==> config.mk <==
export PLATFORM = sky130hd
export DESIGN_NAME = branch_stack
export DESIGN_NICKNAME = d
export VERILOG_FILES = /design/src/rtl/sys_defs.sv /design/src/rtl/branch_tag_psel.sv /design/src/rtl/branch_stack.sv
export SDC_FILE = /design/constraint.sdc
export NUM_CORES = 2
export LEC_CHECK = 0
export BUFFER_PORTS_ARGS = -buffer_cell sky130_fd_sc_hd__clkbuf_2
export CELL_PAD_IN_SITES_DETAIL_PLACEMENT = 0
export CELL_PAD_IN_SITES_GLOBAL_PLACEMENT = 2
export CORE_ASPECT_RATIO = 0.9
export CORE_UTILIZATION = 34
export DETAILED_ROUTE_END_ITERATION = 8
export GPL_ROUTABILITY_DRIVEN = 1
export PLACE_DENSITY_LB_ADDON = 0.1
export SETUP_SLACK_MARGIN = 0.5
export SYNTH_ARGS = -nofsm -noshare
export SYNTH_HDL_FRONTEND = slang
export SYNTH_SLANG_ARGS = --single-unit
==> constraint.sdc <==
create_clock -name clock -period 4.25 [get_ports clock]
set_input_delay 0.2125 -clock clock [delete_from_list [all_inputs] [get_ports clock]]
set_output_delay 0.2125 -clock clock [all_outputs]
set_load 0.02 [all_outputs]
==> src/rtl/sys_defs.sv <==
// Shared rename-path definitions.
// Sizes of the machine (superscalar width, checkpoint count, register file
// sizes) and the types exchanged between dispatch, the branch stack, the
// free list and the map table.
package sys_defs;

  localparam int N                = 3;   // retire ports
  localparam int B_DEPTH          = 4;   // checkpoints / branch tags
  localparam int PHYS_REG_SZ_R10K = 64;  // physical registers
  localparam int ARCH_REG_SZ      = 32;  // architectural registers

  localparam int PHYS_REG_IDX_W   = $clog2(PHYS_REG_SZ_R10K);
  localparam int NUM_SCALAR_BITS  = $clog2(N + 1);

  typedef logic [PHYS_REG_IDX_W-1:0]   PHYS_REG_IDX;
  typedef logic [B_DEPTH-1:0]          BRANCH_MASK;
  typedef logic [PHYS_REG_SZ_R10K-1:0] FREE_LIST;
  typedef PHYS_REG_IDX [ARCH_REG_SZ-1:0] MAP_TABLE;

  // One saved rename state. dep_mask holds the tags of older branches that
  // were still unresolved when this one dispatched.
  typedef struct packed {
    logic       valid;
    FREE_LIST   free_list;
    MAP_TABLE   map_table;
    BRANCH_MASK dep_mask;
  } CHECKPOINT;

endpackage

==> src/rtl/branch_tag_psel.sv <==
// Lowest-index one-hot priority selector.
// Ports:
//   req   - request vector (the branch stack feeds ~valid)
//   grant - one-hot lowest set bit of req, all zero when req is zero
module branch_tag_psel #(
  parameter int WIDTH = 4
) (
  input  logic [WIDTH-1:0] req,
  output logic [WIDTH-1:0] grant
);

  // Two's complement isolates the lowest set bit.
  assign grant = req & (~req + WIDTH'(1));

endmodule

==> src/rtl/branch_stack.sv <==
// Branch checkpoint stack for the R10K rename path.
// Saves a free-list / map-table snapshot per dispatched branch, hands out
// one-hot branch tags, and on a mispredict presents the snapshot and the
// squash mask in the same cycle.
// Ports:
//   clock, reset                       - clock, synchronous active-low reset
//   branch_dispatch_valid              - branch dispatching this cycle
//   dispatch_free_list/_map_table      - rename state after the branch
//   phys_regs_retiring, num_retiring_valid - registers freed by retire
//   resolve_valid/_tag/_mispredict     - branch resolution from execute
//   branch_tag_alloc                   - tag granted to the dispatching branch
//   current_branch_mask, stack_full    - unresolved tags / no tag left
//   restore_flag, free_list_restore, map_table_restore - mispredict restore
//   squash_mask, resolved_mask         - tags squashed / correctly resolved
module branch_stack
  import sys_defs::*;
(
  input  logic                            clock,
  input  logic                            reset,
  input  logic                            branch_dispatch_valid,
  input  FREE_LIST                        dispatch_free_list,
  input  MAP_TABLE                        dispatch_map_table,
  input  PHYS_REG_IDX [N-1:0]             phys_regs_retiring,
  input  logic [NUM_SCALAR_BITS-1:0]      num_retiring_valid,
  input  logic                            resolve_valid,
  input  BRANCH_MASK                      resolve_tag,
  input  logic                            resolve_mispredict,
  output BRANCH_MASK                      branch_tag_alloc,
  output BRANCH_MASK                      current_branch_mask,
  output logic                            stack_full,
  output logic                            restore_flag,
  output FREE_LIST                        free_list_restore,
  output MAP_TABLE                        map_table_restore,
  output BRANCH_MASK                      squash_mask,
  output BRANCH_MASK                      resolved_mask
);

  CHECKPOINT  ckpt_view [B_DEPTH];
  BRANCH_MASK valid;
  BRANCH_MASK grant;
  BRANCH_MASK younger;
  BRANCH_MASK clear_mask;
  FREE_LIST   retire_bits;
  FREE_LIST   sel_free_list;
  MAP_TABLE   sel_map_table;
  logic       tag_ok;
  logic       mispredict;
  logic       correct;
  logic       alloc_fire;

  branch_tag_psel #(.WIDTH(B_DEPTH)) u_psel (
    .req   (~valid),
    .grant (grant)
  );

  // A resolve only acts when it names exactly one live checkpoint.
  assign tag_ok     = $onehot(resolve_tag) && ((resolve_tag & valid) != '0);
  assign mispredict = resolve_valid && resolve_mispredict && tag_ok;
  assign correct    = resolve_valid && !resolve_mispredict && tag_ok;
  assign stack_full = &valid;
  assign alloc_fire = branch_dispatch_valid && !stack_full && !mispredict;

  always_comb begin
    retire_bits = '0;
    for (int i = 0; i < N; i++) begin
      if (NUM_SCALAR_BITS'(i) < num_retiring_valid)
        retire_bits[phys_regs_retiring[i]] = 1'b1;
    end
  end

  // Snapshot mux and the set of younger branches depending on the resolving tag.
  always_comb begin
    sel_free_list = '0;
    sel_map_table = '0;
    younger       = '0;
    for (int i = 0; i < B_DEPTH; i++) begin
      if (resolve_tag[i]) begin
        sel_free_list = ckpt_view[i].free_list;
        sel_map_table = ckpt_view[i].map_table;
      end
      if (valid[i] && ((ckpt_view[i].dep_mask & resolve_tag) != '0))
        younger[i] = 1'b1;
    end
  end

  assign branch_tag_alloc    = grant;
  assign current_branch_mask = valid;
  assign restore_flag        = mispredict;
  assign free_list_restore   = mispredict ? sel_free_list : '0;
  assign map_table_restore   = mispredict ? sel_map_table : '0;
  assign squash_mask         = mispredict ? (resolve_tag | younger) : '0;
  assign resolved_mask       = correct ? resolve_tag : '0;
  assign clear_mask          = squash_mask | resolved_mask;

  genvar gi;
  generate
    for (gi = 0; gi < B_DEPTH; gi++) begin : g_ckpt
      CHECKPOINT ckpt_reg;

      always_ff @(posedge clock) begin
        if (!reset) begin
          ckpt_reg <= '0;
        end else if (alloc_fire && grant[gi]) begin
          ckpt_reg.valid     <= 1'b1;
          ckpt_reg.free_list <= dispatch_free_list | retire_bits;
          ckpt_reg.map_table <= dispatch_map_table;
          ckpt_reg.dep_mask  <= valid & ~resolved_mask;
        end else if (ckpt_reg.valid) begin
          ckpt_reg.free_list <= ckpt_reg.free_list | retire_bits;
          // Dropping squashed bits too keeps dep_mask limited to live tags.
          ckpt_reg.dep_mask  <= ckpt_reg.dep_mask & ~clear_mask;
          if (clear_mask[gi])
            ckpt_reg.valid <= 1'b0;
        end
      end

      assign ckpt_view[gi] = ckpt_reg;
      assign valid[gi]     = ckpt_reg.valid;
    end
  endgenerate

  dispatch_not_full: assert property (@(posedge clock) disable iff (!reset)
    !(branch_dispatch_valid && stack_full));
  resolve_tag_legal: assert property (@(posedge clock) disable iff (!reset)
    resolve_valid |-> tag_ok);

endmodule
After elaboration in Yosys (flattened, before gate mapping)
Index checks and enable logic that the tools add are counted.
{"block": "word_totals", "reg_bits": 1044}
{"block": "op_classes", "bitwise_logic": 24, "n_lt_le_gt_ge": 9, "n_reduce_logical": 31, "n_eq_ne": 1, "addsub": 4, "n_mux": 45}
{"cell": "192-bit 2-to-1 mux", "count": 5}
{"cell": "65-bit 2-to-1 mux", "count": 8}
{"cell": "64-bit 2-to-1 mux", "count": 8}
{"cell": "64-bit OR", "count": 7}
{"cell": "4-bit bitwise AND", "count": 11}
{"cell": "4-bit 2-to-1 mux", "count": 10}
{"cell": "6-bit by 7-bit < comparator with 1-bit output (second input constant)", "count": 3}
{"cell": "4-bit nonzero test", "count": 5}
{"cell": "1-bit demux with 6-bit select", "count": 3}
{"cell": "6-bit by 1-bit greater-or-equal comparator with 1-bit output (second input constant)", "count": 3}
{"cell": "1-bit logical AND", "count": 18}
{"cell": "4-bit NOT", "count": 4}
{"cell": "1-bit 2-to-1 mux", "count": 11}
{"cell": "4-bit OR", "count": 2}
{"cell": "2-bit nonzero test", "count": 4}
{"cell": "1-bit by 1-bit adder with 2-bit output", "count": 2}
{"cell": "4-bit by 1-bit adder with 4-bit output (second input constant)", "count": 1}
{"cell": "1-bit by 2-bit < comparator with 1-bit output (first input constant)", "count": 2}
{"cell": "4-bit AND reduction", "count": 1}
{"cell": "2-bit by 2-bit adder with 3-bit output", "count": 1}
{"cell": "3-bit by 1-bit == test with 1-bit output (second input constant)", "count": 1}
{"cell": "1-bit logical NOT", "count": 3}
{"cell": "2-bit < comparator (first input constant)", "count": 1}

Longest topological paths before layout
{"block": "logic_depth", "depth_word": 12, "mapped_depth": 18, "mapped_depth_nobuf": 11}

By module
From an unflattened synthesis, not the netlist that was laid out.
{"block": "hier_totals", "cells_unflattened": 6882, "hier_area_um2": 51909.8}
{"mod": "branch_stack", "n_inst": 1, "seq_area_each_um2": 20820.0, "cells_per_inst": 6878, "area_each_um2": 51873.5}
{"mod": "branch_tag_psel", "n_inst": 1, "seq_area_each_um2": 0.0, "cells_per_inst": 4, "area_each_um2": 36.3}

Worst setup path after synthesis
Ideal clock, no wire load.
{"block": "synth_timing", "path_kind": "input to register", "from": "input resolve_tag[1]", "to": "register g_ckpt[1].ckpt_reg (netlist bit ckpt_view[598])", "arrival_ns": 3.747, "cell_stages": 16, "n_path_buf": 6, "required_time_ns": 4.180, "path_slack_ns": 0.432, "cell_sequence": "clkbuf_1 clkbuf_1 inv_1 clkbuf_1 fa_1 inv_1 ha_1 ha_1 and4bb_2 o211ai_4 nand3_1 clkbuf_1 clkbuf_1 clkbuf_1 nand2_1 a21oi_1"}
{"block": "synth_via", "elab_chain_len": 8}
{"element": "start: declaration", "line_no": "branch_stack.sv:26", "source": "input BRANCH_MASK resolve_tag,"}
{"element": "1-bit by 1-bit adder with 2-bit output (not written as such)", "line_no": "branch_stack.sv:57", "source": "assign tag_ok = $onehot(resolve_tag) && ((resolve_tag & valid) != '0);"}
{"element": "2-bit by 2-bit adder with 3-bit output (not written as such)", "line_no": "branch_stack.sv:57"}
{"element": "3-bit by 1-bit == test with 1-bit output", "line_no": "branch_stack.sv:57"}
{"element": "1-bit logical AND *", "line_no": "branch_stack.sv:57"}
{"element": "1-bit logical AND *", "line_no": "branch_stack.sv:58", "source": "assign mispredict = resolve_valid && resolve_mispredict && tag_ok;"}
{"element": "1-bit logical NOT *", "line_no": "branch_stack.sv:61", "source": "assign alloc_fire = branch_dispatch_valid && !stack_full && !mispredict;"}
{"element": "1-bit logical AND *", "line_no": "branch_stack.sv:61"}
{"element": "1-bit logical AND *", "line_no": "branch_stack.sv:103", "source": "end else if (alloc_fire && grant[gi]) begin"}
{"element": "end: declaration", "line_no": "branch_stack.sv:98", "source": "CHECKPOINT ckpt_reg;"}
Every way passes the cells marked *; elsewhere a longest branch is shown, timed or not.
A chain may end at the register's enable or synchronous reset.

==> PnR_summary.wiki <==
{| class="wikitable"
! Metric !! Value
|-
| FFs w/ async S/R, synth || 0%
|-
| CTS Buffer Depth || 3
|-
| #FFs+latches synth || 1040
|-
| Number of global-route vias before repair || 48.95k
|-
| Sum of overflow across all layers after global routing || 0
|-
| Final setup TNS || 0 ns
|-
| Clock tree sinks || 1040
|-
| Primary FF master, synth || sky130_fd_sc_hd__dfxtp_1
|-
| Met2 layer usage reported by global route || 40.29%
|-
| Site Rows || 134
|-
| Syn avg cell area || 7.222 sq um
|-
| Initial detailed-routing violation count || 4199
|-
| Synthesized net count || 7398
|-
| Layout cells sized above 1 || 12.73%
|-
| Port-buffer cells || 558
|-
| Overall via count from detail_route || 52.68k
|-
| Worst slew margin relative to its limit || 13.69%
|-
| Post-route worst setup slack || 0.6692 ns
|-
| Highest clock rate || 0.2793 GHz
|-
| Busiest metal layer after global routing || met2
|-
| Clock root buffer || sky130_fd_sc_hd__clkbuf_16
|-
| R2R depth || 6
|-
| Number of filler cells placed in the layout || 15.56k
|-
| Leakage power || 0.02099 uW
|-
| Post-layout instance count excluding filler cells || 9558
|-
| DRC violation count after routing || 0
|-
| Worst Hold Path Cells || 2
|-
| Critical path start-end classification || input port to output pin
|-
| Total global-route track usage || 25.79%
|-
| # Post-CTS Setup Buffers || 0
|-
| Post-Place Cells || 9071
|-
| Die boundary width || 411.6 microns
|-
| TritonCTS clock tree || yes
|-
| Startpoint types || input port
|-
| Avg Vias per Cell || 5.511
|-
| Count of flip-flops with a built-in enable after synthesis || 0
|-
| Clock transition at the registers of the reported paths || 0.06 ns
|-
| Synth unique cells || 61
|-
| YS warnings || 0
|-
| Maximum level of the CTS H-tree || 3
|-
| Shortest period the worst path allows || 3.581 ns
|-
| Detailed placement HPWL || 123000 microns
|-
| Worst IR Drop VDD || 0.0004342 V
|-
| Minimum hold slack || 0.1057 ns
|-
| Number of antenna violations at the first check in global routing || 19
|-
| Routability congestion estimate || 0.8668
|-
| # IOs || 559
|-
| Setup slack at placement || 0.4854 ns
|-
| Outcome || finished, final reports clean
|-
| Reg2Reg Setup Slack || 1.11 ns
|-
| TritonCTS buffer count || 121
|-
| Worst Hold Endpoint || ckpt_view[201]$_SDFFE_PN0P_
|-
| Data arrival at the endpoint of the critical path || 3.37 ns
|-
| Area delta synth->final || 21.29%
|-
| End of the worst register-to-register path || ckpt_view[218]$_SDFFE_PN0P_
|-
| Data required time at the worst endpoint || 4.04 ns
|-
| Final ANT Viol Nets || 0
|-
| Mapped cell area || 0.05135 sq mm
|-
| Layout Utilization || 41.78%
|-
| Fraction of the yosys area taken by sequential cells || 40.55%
|-
| Worst skew pair latency || 0.75 ns
|-
| Endpoint kind of the worst setup timing path || output pin
|-
| Count of pins over their slew limit || 0
|-
| Full die area || 0.1526 sq mm
|-
| Wire length of the first global-routing pass || 310300 microns
|-
| Tcrit/Tclk final || 84.25%
|-
| Hold/Removal Path Class || input port to flip-flop
|-
| Starting density of the core || 34.45%
|-
| Number of nets in the layout || 7767
|-
| Max-Cap Viols || 0
|-
| Worst-path fanout max || 72
|-
| Met1 track utilization from global routing || 37.08%
|-
| Wirelength, routed || 205500 microns
|-
| Detailed-routing iteration count for the pre-antenna-repair pass || 8
|-
| Post-Synthesis Cells || 7110
|-
| Slew at the pin closest to its max-slew limit || 1.277 ns
|-
| Reg2reg start || current_branch_mask[1]$_SDFF_PN0_
|-
| Maximum number of pins on one net before global-route repair || 208
|-
| Hold path startpoint || reset
|-
| Number of hold violations in the final report || 0
|-
| Grt met3 use || 3.826%
|-
| Placeable core region || 0.1491 sq mm
|-
| Die height || 370.7 microns
|-
| # setup viols final || 0
|-
| Setup clock skew after layout || 0.03516 ns
|-
| Power density of the placed cells || 382.6 mW/mm^2
|-
| Wire per inst || 21.50 microns
|-
| RSZ-0062 raised after global routing || false
|}
[how the worst max path moves through the flow]
stage                    from                     endpoint  slack, ns  cells past startpoint
3_3_place_gp   resolve_tag[0]  ckpt_view[216]$_SDFFE_PN0P_       0.63                     13
4_1_cts        resolve_tag[0]        free_list_restore[23]       0.67                     12
2_1_floorplan  resolve_tag[1]  ckpt_view[598]$_SDFFE_PN0P_       0.43                     16
5_1_grt        resolve_tag[0]       map_table_restore[107]       0.51                     12
3_5_place_dp   resolve_tag[0]  ckpt_view[213]$_SDFFE_PN0P_       0.49                     13
6_report       resolve_tag[0]       map_table_restore[145]       0.67                     12
[kinds of logic after synthesis]
kind of cell | Yosys count | synth area share, %
AOI/OAI and AO/OA | 2097 | 24.94
adders and majority gates | 3 | 0.08772
buffers and inverters | 703 | 5.517
DFF | 1040 | 40.55
muxes | 13 | 0.2534
and+or+nand+nor | 3254 | 28.66
[placed cells by master (no fill, tap or decap), types with 5 or more instances in the layout]
cell and instances:
sky130_fd_sc_hd__nand2_1 2163, sky130_fd_sc_hd__a21oi_1 1259, sky130_fd_sc_hd__dfxtp_1 1036, sky130_fd_sc_hd__clkbuf_2 553
sky130_fd_sc_hd__o21ai_0 264, sky130_fd_sc_hd__and2_1 259, sky130_fd_sc_hd__dlygate4sd3_1 257, sky130_fd_sc_hd__nor3_1 244
sky130_fd_sc_hd__nand3b_1 243, sky130_fd_sc_hd__a311oi_1 191, sky130_fd_sc_hd__nor2_1 168, sky130_fd_sc_hd__clkbuf_16 124
sky130_fd_sc_hd__a211oi_1 118, sky130_fd_sc_hd__a2111oi_0 88, sky130_fd_sc_hd__buf_4 63, sky130_fd_sc_hd__a2111oi_2 59
sky130_fd_sc_hd__buf_12 58, sky130_fd_sc_hd__a32oi_1 44, sky130_fd_sc_hd__nand3_1 43, sky130_fd_sc_hd__nor4_1 41
sky130_fd_sc_hd__clkbuf_8 35, sky130_fd_sc_hd__clkinv_2 26, sky130_fd_sc_hd__clkbuf_1 24, sky130_fd_sc_hd__a22oi_1 20
sky130_fd_sc_hd__and4b_1 17, sky130_fd_sc_hd__a31oi_1 15, sky130_fd_sc_hd__mux2i_1 13, sky130_fd_sc_hd__nor4bb_1 13
sky130_fd_sc_hd__diode_2 11, sky130_fd_sc_hd__o31ai_1 9, sky130_fd_sc_hd__o21bai_1 8, sky130_fd_sc_hd__nand4_1 8
sky130_fd_sc_hd__nor4b_1 8, sky130_fd_sc_hd__inv_1 7, sky130_fd_sc_hd__and4bb_2 7, sky130_fd_sc_hd__and4_1 7
sky130_fd_sc_hd__nor2b_1 7, sky130_fd_sc_hd__bufinv_16 5
[Yosys cell counts, types with 4 or more instances]
| cell type | n | area share [%] |
|---|---|---|
| sky130_fd_sc_hd__o31ai_1 | 9 | 0.13 |
| sky130_fd_sc_hd__nor2b_1 | 7 | 0.085 |
| sky130_fd_sc_hd__mux2i_1 | 13 | 0.25 |
| sky130_fd_sc_hd__nor4_1 | 41 | 0.50 |
| sky130_fd_sc_hd__a2111oi_0 | 88 | 1.5 |
| sky130_fd_sc_hd__nor4bb_1 | 13 | 0.25 |
| sky130_fd_sc_hd__a21oi_1 | 1259 | 12 |
| sky130_fd_sc_hd__a311oi_1 | 191 | 3.3 |
| sky130_fd_sc_hd__a2111oi_2 | 59 | 1.7 |
| sky130_fd_sc_hd__and4b_1 | 17 | 0.33 |
| sky130_fd_sc_hd__dfxtp_1 | 1040 | 41 |
| sky130_fd_sc_hd__o21bai_1 | 8 | 0.12 |
| sky130_fd_sc_hd__nand2_1 | 2163 | 16 |
| sky130_fd_sc_hd__buf_6 | 7 | 0.15 |
| sky130_fd_sc_hd__clkbuf_1 | 545 | 4.0 |
| sky130_fd_sc_hd__and4bb_2 | 7 | 0.17 |
| sky130_fd_sc_hd__buf_1 | 34 | 0.25 |
| sky130_fd_sc_hd__a31oi_1 | 15 | 0.18 |
| sky130_fd_sc_hd__nor4b_1 | 8 | 0.14 |
| sky130_fd_sc_hd__a32oi_1 | 44 | 0.75 |
| sky130_fd_sc_hd__nor3_1 | 244 | 2.4 |
| sky130_fd_sc_hd__inv_1 | 8 | 0.058 |
| sky130_fd_sc_hd__o21ai_0 | 264 | 2.6 |
| sky130_fd_sc_hd__nand3_1 | 47 | 0.46 |
| sky130_fd_sc_hd__a22oi_1 | 20 | 0.29 |
| sky130_fd_sc_hd__nor2_1 | 168 | 1.2 |
| sky130_fd_sc_hd__buf_4 | 4 | 0.058 |
| sky130_fd_sc_hd__nand3b_1 | 243 | 3.6 |
| sky130_fd_sc_hd__nand4_1 | 8 | 0.097 |
| sky130_fd_sc_hd__a211oi_1 | 118 | 1.7 |
| sky130_fd_sc_hd__and4_1 | 7 | 0.12 |
| sky130_fd_sc_hd__and3_1 | 6 | 0.073 |
| sky130_fd_sc_hd__buf_2 | 100 | 0.97 |
| sky130_fd_sc_hd__and2_1 | 259 | 3.2 |
[stage by stage]
stage	power, uW	cell area, sq um
2_1_floorplan	12020	51350
3_3_place_gp	13100	55610
5_1_grt	24780	62270
4_1_cts	24120	62250
6_report	23830	62280
3_5_place_dp	13130	55610
[per-layer routing]
layer	routed length (microns)	share of wire, %
met5	91	0.044
met4	4137	2.0
met3	11450	5.6
met2	92030	45
met1	97760	48
[power breakdown]
| part | total (uW) | switching (uW) | internal (uW) |
|---|---|---|---|
| registers | 10300 | 193 | 10100 |
| logic | 2840 | 1940 | 902 |
| clock network | 10700 | 4470 | 6240 |
[worst max-delay path: stages]
cell	delay, ns
sky130_fd_sc_hd__buf_8	0.17
sky130_fd_sc_hd__inv_1	0.12
sky130_fd_sc_hd__fa_1	0.54
sky130_fd_sc_hd__inv_1	0.04
sky130_fd_sc_hd__ha_1	0.17
sky130_fd_sc_hd__ha_1	0.30
sky130_fd_sc_hd__and4bb_2	0.34
sky130_fd_sc_hd__o211ai_4	0.20
sky130_fd_sc_hd__inv_8	0.36
sky130_fd_sc_hd__buf_12	0.35
sky130_fd_sc_hd__and2_1	0.27
sky130_fd_sc_hd__clkbuf_2	0.20
[registers in the layout, indices dropped and copies added (netlist names)]
name,count
ckpt_view,1036
current_branch_mask,4
[layout make-up]
| type | instances | area, sq um | area share (%) |
|---|---|---|---|
| Multi-Input combinational cell | 5367 | 27760 | 44.58 |
| Clock inverter | 36 | 392.9 | 0.6308 |
| Antenna cell | 11 | 27.53 | 0.04420 |
| Clock buffer | 183 | 3675 | 5.901 |
| Inverter | 12 | 60.06 | 0.09643 |
| Tap cell | 1972 | 2467 | 3.962 |
| Timing Repair Buffer | 937 | 7057 | 11.33 |
| Sequential cell | 1040 | 20840 | 33.45 |
[what timing repair did]
item,in CTS,in global routing
gates resized for setup,0,1
hold endpoints to repair,1025,0
endpoints found under the setup margin,0,17
hold buffers,257,0
Power figures use the tool's default switching activity.
